### config.mk
export PLATFORM = sky130hd
export DESIGN_NAME = alu_commit_psr_flat
export DESIGN_NICKNAME = d
export VERILOG_FILES = /design/src/rtl/alu_commit_psr_pkg.sv /design/src/rtl/alu_commit_psr_if.sv /design/src/rtl/alu_commit_psr_cond_eval.sv /design/src/rtl/alu_commit_psr.sv /design/src/flat_wrapper.sv
export SDC_FILE = /design/constraint.sdc
export NUM_CORES = 1
export LEC_CHECK = 0
export ABC_AREA = 1
export BUFFER_PORTS_ARGS = -buffer_cell sky130_fd_sc_hd__buf_4
export CORE_ASPECT_RATIO = 2
export CORE_MARGIN = 5
export CORE_UTILIZATION = 46
export DETAILED_ROUTE_END_ITERATION = 12
export PLACE_DENSITY = 0.8
export SYNTH_ARGS = -nofsm -noshare
export SYNTH_HDL_FRONTEND = slang
export SYNTH_SLANG_ARGS = --single-unit
### constraint.sdc
create_clock -name clk -period 2.78 [get_ports clk]
set_input_delay 0.556 -clock clk [delete_from_list [all_inputs] [get_ports clk]]
set_output_delay 0.556 -clock clk [all_outputs]
set_load 0.01 [all_outputs]
### src/rtl/alu_commit_psr_pkg.sv
// alu_commit_psr_pkg: opcode, flag and condition encodings shared by the commit stage and branch logic
package alu_commit_psr_pkg;
  localparam logic [3:0] OP_RR    = 4'b0000;
  localparam logic [3:0] OP_CMP   = 4'b0011;
  localparam logic [3:0] OP_ADDI  = 4'b0101;
  localparam logic [3:0] OP_ADDUI = 4'b0110;
  localparam logic [3:0] OP_SUBI  = 4'b1001;
  localparam logic [3:0] OP_CMPI  = 4'b1011;
  localparam logic [3:0] EXT_ADD  = 4'b0101;
  localparam logic [3:0] EXT_ADDU = 4'b0110;
  localparam logic [3:0] EXT_SUB  = 4'b1001;
  localparam int F_C = 4;
  localparam int F_L = 3;
  localparam int F_F = 2;
  localparam int F_Z = 1;
  localparam int F_N = 0;
  localparam logic [4:0] M_CF  = 5'b10100;
  localparam logic [4:0] M_LZN = 5'b01011;
  localparam logic [3:0] CC_EQ = 4'd0;
  localparam logic [3:0] CC_NE = 4'd1;
  localparam logic [3:0] CC_CS = 4'd2;
  localparam logic [3:0] CC_CC = 4'd3;
  localparam logic [3:0] CC_HI = 4'd4;
  localparam logic [3:0] CC_LS = 4'd5;
  localparam logic [3:0] CC_GT = 4'd6;
  localparam logic [3:0] CC_LE = 4'd7;
  localparam logic [3:0] CC_FS = 4'd8;
  localparam logic [3:0] CC_FC = 4'd9;
  localparam logic [3:0] CC_LO = 4'd10;
  localparam logic [3:0] CC_HS = 4'd11;
  localparam logic [3:0] CC_LT = 4'd12;
  localparam logic [3:0] CC_GE = 4'd13;
  localparam logic [3:0] CC_UC = 4'd14;
  localparam logic [3:0] CC_NV = 4'd15;
  function automatic logic [4:0] flag_mask(input logic [3:0] op, input logic [3:0] ext);
    logic cf;
    cf = op == OP_ADDI || op == OP_ADDUI || op == OP_SUBI ||
         (op == OP_RR && (ext == EXT_ADD || ext == EXT_ADDU || ext == EXT_SUB));
    return cf ? M_CF : (op == OP_CMP || op == OP_CMPI) ? M_LZN : 5'b00000;
  endfunction
endpackage

### src/rtl/alu_commit_psr_if.sv
// alu_commit_psr_if: ALU result bus into the commit stage
interface alu_commit_psr_if #(parameter int DATA_W = 16, parameter int REG_AW = 4);
  logic              in_valid;
  logic              in_ready;
  logic [3:0]        in_opcode;
  logic [3:0]        in_opext;
  logic [REG_AW-1:0] in_rdest;
  logic              in_wb_en;
  logic [DATA_W-1:0] in_result;
  logic [4:0]        in_clfzn;
  modport master (output in_valid, in_opcode, in_opext, in_rdest, in_wb_en, in_result, in_clfzn, input in_ready);
  modport slave (input in_valid, in_opcode, in_opext, in_rdest, in_wb_en, in_result, in_clfzn, output in_ready);
endinterface

### src/rtl/alu_commit_psr_cond_eval.sv
// alu_commit_psr_cond_eval: CR16 branch condition evaluation on {C,L,F,Z,N}
module alu_commit_psr_cond_eval import alu_commit_psr_pkg::*; (
  input  logic [3:0] cond,
  input  logic [4:0] psr,
  output logic       cond_true
);
  logic c, l, f, z, n;
  logic [15:0] t;
  assign {c, l, f, z, n} = {psr[F_C], psr[F_L], psr[F_F], psr[F_Z], psr[F_N]};
  // bit i of t is the outcome of condition code i
  assign t = {1'b0, 1'b1, n | z, !n & !z, l | z, !l & !z, !f, f, !n, n, !l, l, !c, c, !z, z};
  assign cond_true = t[cond];
endmodule

### src/rtl/alu_commit_psr.sv
// alu_commit_psr: ALU commit register with register-file writeback, PSR merge, branch conditions and retire count
module alu_commit_psr import alu_commit_psr_pkg::*; #(
  parameter int DATA_W = 16,
  parameter int REG_AW = 4,
  parameter int CNT_W  = 16
) (
  input  logic              clk,
  input  logic              reset,
  alu_commit_psr_if.slave   bus,
  input  logic              stall,
  output logic              rf_we,
  output logic [REG_AW-1:0] rf_waddr,
  output logic [DATA_W-1:0] rf_wdata,
  output logic              fwd_valid,
  output logic [REG_AW-1:0] fwd_reg,
  output logic [DATA_W-1:0] fwd_data,
  input  logic              psr_we,
  input  logic [4:0]        psr_wdata,
  output logic [4:0]        psr,
  input  logic [3:0]        cond,
  output logic              cond_true,
  output logic              cond_ok,
  output logic [CNT_W-1:0]  retired
);
  logic              stg_valid, stg_wb_en, commit;
  logic [3:0]        stg_opcode, stg_opext;
  logic [REG_AW-1:0] stg_rdest;
  logic [DATA_W-1:0] stg_result;
  logic [4:0]        stg_clfzn, mask;
  assign mask = flag_mask(stg_opcode, stg_opext);
  assign commit = stg_valid & !stall;
  assign bus.in_ready = !stg_valid | !stall;
  assign rf_we = commit & stg_wb_en;
  assign rf_waddr = stg_rdest;
  assign rf_wdata = stg_result;
  assign fwd_valid = stg_valid & stg_wb_en;
  assign fwd_reg = stg_rdest;
  assign fwd_data = stg_result;
  assign cond_ok = !(stg_valid && mask != 5'b00000);
  always_ff @(posedge clk) begin
    if (reset) begin
      stg_valid <= 1'b0;
      psr <= 5'b00000;
      retired <= '0;
    end else begin
      if (bus.in_ready) stg_valid <= bus.in_valid;
      if (bus.in_ready && bus.in_valid) begin
        stg_opcode <= bus.in_opcode;
        stg_opext <= bus.in_opext;
        stg_rdest <= bus.in_rdest;
        stg_wb_en <= bus.in_wb_en;
        stg_result <= bus.in_result;
        stg_clfzn <= bus.in_clfzn;
      end
      // a software PSR load wins over the merge of an instruction committing on the same edge
      psr <= psr_we ? psr_wdata : commit ? (psr & ~mask) | (stg_clfzn & mask) : psr;
      if (commit) retired <= retired + 1'b1;
    end
  end
  alu_commit_psr_cond_eval u_cond (.cond(cond), .psr(psr), .cond_true(cond_true));
endmodule

### src/flat_wrapper.sv
// flat-port wrapper written by rule: the top's interface ports become plain ports
module alu_commit_psr_flat import alu_commit_psr_pkg::*;
#(
  parameter int DATA_W = 16,
  parameter int REG_AW = 4,
  parameter int CNT_W  = 16
)
  (clk, reset, stall, rf_we, rf_waddr, rf_wdata, fwd_valid, fwd_reg, fwd_data, psr_we, psr_wdata, psr, cond, cond_true, cond_ok, retired, bus_in_valid, bus_in_opcode, bus_in_opext, bus_in_rdest, bus_in_wb_en, bus_in_result, bus_in_clfzn, bus_in_ready);
  alu_commit_psr_if #(.DATA_W(DATA_W), .REG_AW(REG_AW)) bus_i ();
  input  logic clk;
  input  logic reset;
  input  logic stall;
  output logic rf_we;
  output logic [REG_AW-1:0] rf_waddr;
  output logic [DATA_W-1:0] rf_wdata;
  output logic fwd_valid;
  output logic [REG_AW-1:0] fwd_reg;
  output logic [DATA_W-1:0] fwd_data;
  input  logic psr_we;
  input  logic [4:0] psr_wdata;
  output logic [4:0] psr;
  input  logic [3:0] cond;
  output logic cond_true;
  output logic cond_ok;
  output logic [CNT_W-1:0] retired;
  input wire logic [$bits(bus_i.in_valid)-1:0] bus_in_valid;
  input wire logic [$bits(bus_i.in_opcode)-1:0] bus_in_opcode;
  input wire logic [$bits(bus_i.in_opext)-1:0] bus_in_opext;
  input wire logic [$bits(bus_i.in_rdest)-1:0] bus_in_rdest;
  input wire logic [$bits(bus_i.in_wb_en)-1:0] bus_in_wb_en;
  input wire logic [$bits(bus_i.in_result)-1:0] bus_in_result;
  input wire logic [$bits(bus_i.in_clfzn)-1:0] bus_in_clfzn;
  output wire logic [$bits(bus_i.in_ready)-1:0] bus_in_ready;
  assign bus_i.in_valid = bus_in_valid;
  assign bus_i.in_opcode = bus_in_opcode;
  assign bus_i.in_opext = bus_in_opext;
  assign bus_i.in_rdest = bus_in_rdest;
  assign bus_i.in_wb_en = bus_in_wb_en;
  assign bus_i.in_result = bus_in_result;
  assign bus_i.in_clfzn = bus_in_clfzn;
  assign bus_in_ready = bus_i.in_ready;
  alu_commit_psr #(.DATA_W(DATA_W), .REG_AW(REG_AW), .CNT_W(CNT_W)) u_core (.clk(clk), .reset(reset), .bus(bus_i), .stall(stall), .rf_we(rf_we), .rf_waddr(rf_waddr), .rf_wdata(rf_wdata), .fwd_valid(fwd_valid), .fwd_reg(fwd_reg), .fwd_data(fwd_data), .psr_we(psr_we), .psr_wdata(psr_wdata), .psr(psr), .cond(cond), .cond_true(cond_true), .cond_ok(cond_ok), .retired(retired));
endmodule
==> metrics list <==
- For this run, the detailed router's first-pass iteration total came to 4.
* Die X-Extent: 61.6 microns
- Entering global routing, the biggest net connects 30 pins.
- Counting every instance in the synthesized netlist gives 253.
- Vias in the first global route: 2049
- In this run the cell area measured after placement is 3220 sq um.
* Share of flip-flops with an asynchronous set or reset: 0%
- Primary FF master, synth: sky130_fd_sc_hd__edfxtp_1
- Power per standard cell area: 470 nW/um^2
- Dividing the detail-routed wire length by the instance count gives 14.8 microns.
- Die outline height: 113 microns
* Slew Viols, Final: 0
* Commonest non-fill, non-tap cell in the layout: sky130_fd_sc_hd__buf_4
* Maximum fanout encountered on the critical timing path: 4
- After detailed routing, the number of remaining DRC violations is 0.
- After clock tree synthesis, the clock-pin slew on the worst setup and hold paths is 0.10 ns.
- 0 antenna diodes ended up in the layout.
* Total of buffers placed on input and output ports: 113
- For this run, the post-layout net count is 400.
- The hold violation count in the final report was 0.
- The first global-routing pass estimated 9180 microns of wire.
- Fin area: 3310 sq um
* Initial antenna violation count: 0
- Seq/Total Area, Yosys: 59.7%
* Final HPWL DP: 4950 microns
* Biggest area consumer among synthesized cells: sky130_fd_sc_hd__edfxtp_1
- Residual antenna-violating net count after detailed routing: 0
- The worst-case IR drop observed on VDD is 0.346 mV.
- STA puts the critical path data arrival time at 1.52 ns.
- RSZ-0062 raised after global routing: no
- Slew at the pin with the worst max-slew slack: 0.423 ns
* Post-cts resize count: 0
- Once the floorplan was initialized, standard cells occupied 47.2% of the core.
* Remaining global-route overflow: 0
- Fill cell instance count of the final layout: 452
- The critical path is of the flip-flop to output pin type.
- The die covers 6970 sq um.
* Number of endpoints failing setup at the final stage: 0
- Number of I/O pins: 114
* Worst min-delay path category: input port to flip-flop
- Outcome: finished, final reports clean
- Leaving out fill and tap cells, the most frequent cells in the layout are sky130_fd_sc_hd__buf_4 (114), sky130_fd_sc_hd__nand2_1 (40), sky130_fd_sc_hd__edfxtp_1 (34).
* Number of max-cap violations: 0
- The top cell type by area accounts for 41.7% of the synthesized area.
- Total of flip-flops plus latches after synthesis: 56
- Placer congestion estimate: 0.827
* Vias post-DR: 2042
- Fmax: 483 MHz
* CTS tree: built
- Via count normalized by instance count: 4.98
- Along the worst hold path, the cell count comes to 1.
- Clock buffers created by TritonCTS: 5
- On the final layout, the worst clock skew is 0.00551 ns.
- Number of buffers added for setup after CTS: 0
- The core region is 5180 sq um.
- Summing every instance area after synthesis gives 2450 sq um.
- The clock passes through at most 2 buffers.
- For the final routed database, the setup TNS stands at 0 ns.
* Leakage Power: 1.48 nW
* Setup crit end kind: output pin
- # hold bufs at CTS: 0
- Inst Count DP: 402
- Max H-tree Level: 2
- Startpoint type of the worst setup path: flip-flop
- The worst pin sits at a relative slew slack of 71.8%.
- Global routing used 17.7% of the available tracks across all layers.
- For this run, the number of standard cells in the final layout without fillers is 410.
- Top cells by area, synth: sky130_fd_sc_hd__edfxtp_1 (42%), sky130_fd_sc_hd__dfxtp_1 (18%), sky130_fd_sc_hd__buf_4 (6.1%), sky130_fd_sc_hd__nand2_1 (6.1%), sky130_fd_sc_hd__inv_1 (4.7%)
* Layout Area Growth over Synthesis: 35.0%
* Mapped Nets: 302
- The root buffer cell chosen for the clock tree is sky130_fd_sc_hd__clkbuf_8.
- In this run, distinct cell masters in the synthesized netlist total 28.
* Number of rows in the core area: 37
- YS warnings: 0
- In the final layout, the share of cells above drive strength 1 is 36.9%.
- In the finished design, the share of the clock period the worst path needs comes to 74.5%.
- Clock latency at the later pin of the worst-skew pair: 0.30 ns
- Wire length after detailed routing: 6060 microns
- Dividing the synthesized area by the synthesized cell count gives 9.68 sq um.
* Fin crit period: 2.07 ns
- Counting flops with a built-in enable in the synthesized netlist gives 34.
- The completed layout was analyzed and its total power is 1.56 mW.
* Data required time at the worst endpoint: 2.22 ns
- Count of cells along the worst register-to-register path: 4
* Drt first-iter violations: 50
- Counting every sink on the clock net gives 56.
worst paths after layout:
kind	start	end	slack, ns
setup / recovery	u_core.stg_opcode[2]	cond_ok	0.71
hold / removal	bus_in_clfzn[4]	u_core.stg_clfzn[4]	0.42
setup reg to reg	u_core.stg_valid	u_core.stg_opext[3]	1.27
hold reg to reg	u_core.retired[10]	u_core.retired[10]	0.52
cell type report:
class	count	area (sq um)	share of cell area, %
Clock buffer	6	72.6	2.19
Clock inverter	2	12.5	0.378
Inverter	31	116	3.52
Multi-Input combinational cell	143	717	21.7
Sequential cell	56	1460	44.2
Tap cell	58	72.6	2.19
Timing Repair Buffer	114	856	25.9
worst max-delay path, cell delays in order, from the launching register on:
cell and delay, ns:
sky130_fd_sc_hd__edfxtp_1 0.43, sky130_fd_sc_hd__or2_2 0.31, sky130_fd_sc_hd__nor2_1 0.11, sky130_fd_sc_hd__nand2_1 0.08
sky130_fd_sc_hd__nand3_1 0.09, sky130_fd_sc_hd__nand2_1 0.06, sky130_fd_sc_hd__buf_4 0.15
stage by stage:
| stage | hold slack [ns] | util (%) | setup slack, ns |
|---|---|---|---|
| after global routing | 0.399 | 63.8 | 0.583 |
| after CTS | 0.412 | 63.8 | 0.684 |
| after detailed placement | 0.503 | 62.2 | 0.868 |
| final | 0.425 | 63.8 | 0.708 |
| after floorplan | 0.496 | - | 0.141 |
| after global placement | 0.479 | 62.2 | 0.902 |
cell families (layout without fill, tap and decap cells):
logic type,after synthesis,count (layout),share of synthesized area (%)
AND/OR/NAND/NOR,101,101,18.6
AO/OA/AOI/OAI,36,36,7.92
XOR/XNOR,3,3,1.07
buffers and inverters,54,153,11.4
multiplexers,2,2,0.817
adder cells (fa/ha/maj),1,1,0.511
flip-flops,56,56,59.7
synthesized netlist by cell type (all sizes together) (3+ instances only):
library cell  instances
a21oi                19
buf                  21
dfxtp                22
edfxtp               34
inv                  31
nand2                42
nand3                17
nand4                 3
nor2                 31
nor3                  5
o21ai                14
per-layer routing:
metal  global-route usage, %  vias to the layer above  share of wire (%)
met2                    34.1                       67                 59
met1                    16.3                      951                 32
met3                    3.54                       16                5.9
met4                    7.93                        0                3.4
li1                        -                     1008                  -
met5                       0                        -                  0
report_power, final:
| group | switching [mW] | total [mW] | internal [mW] | leakage, nW |
|---|---|---|---|---|
| logic | 0.0921 | 0.197 | 0.104 | 0.938 |
| clock network | 0.249 | 0.425 | 0.177 | 0.0412 |
| registers | 0.0197 | 0.934 | 0.914 | 0.496 |
| total | 0.361 | 1.56 | 1.20 | 1.48 |
Note: power is estimated with default switching activity, not from simulation.
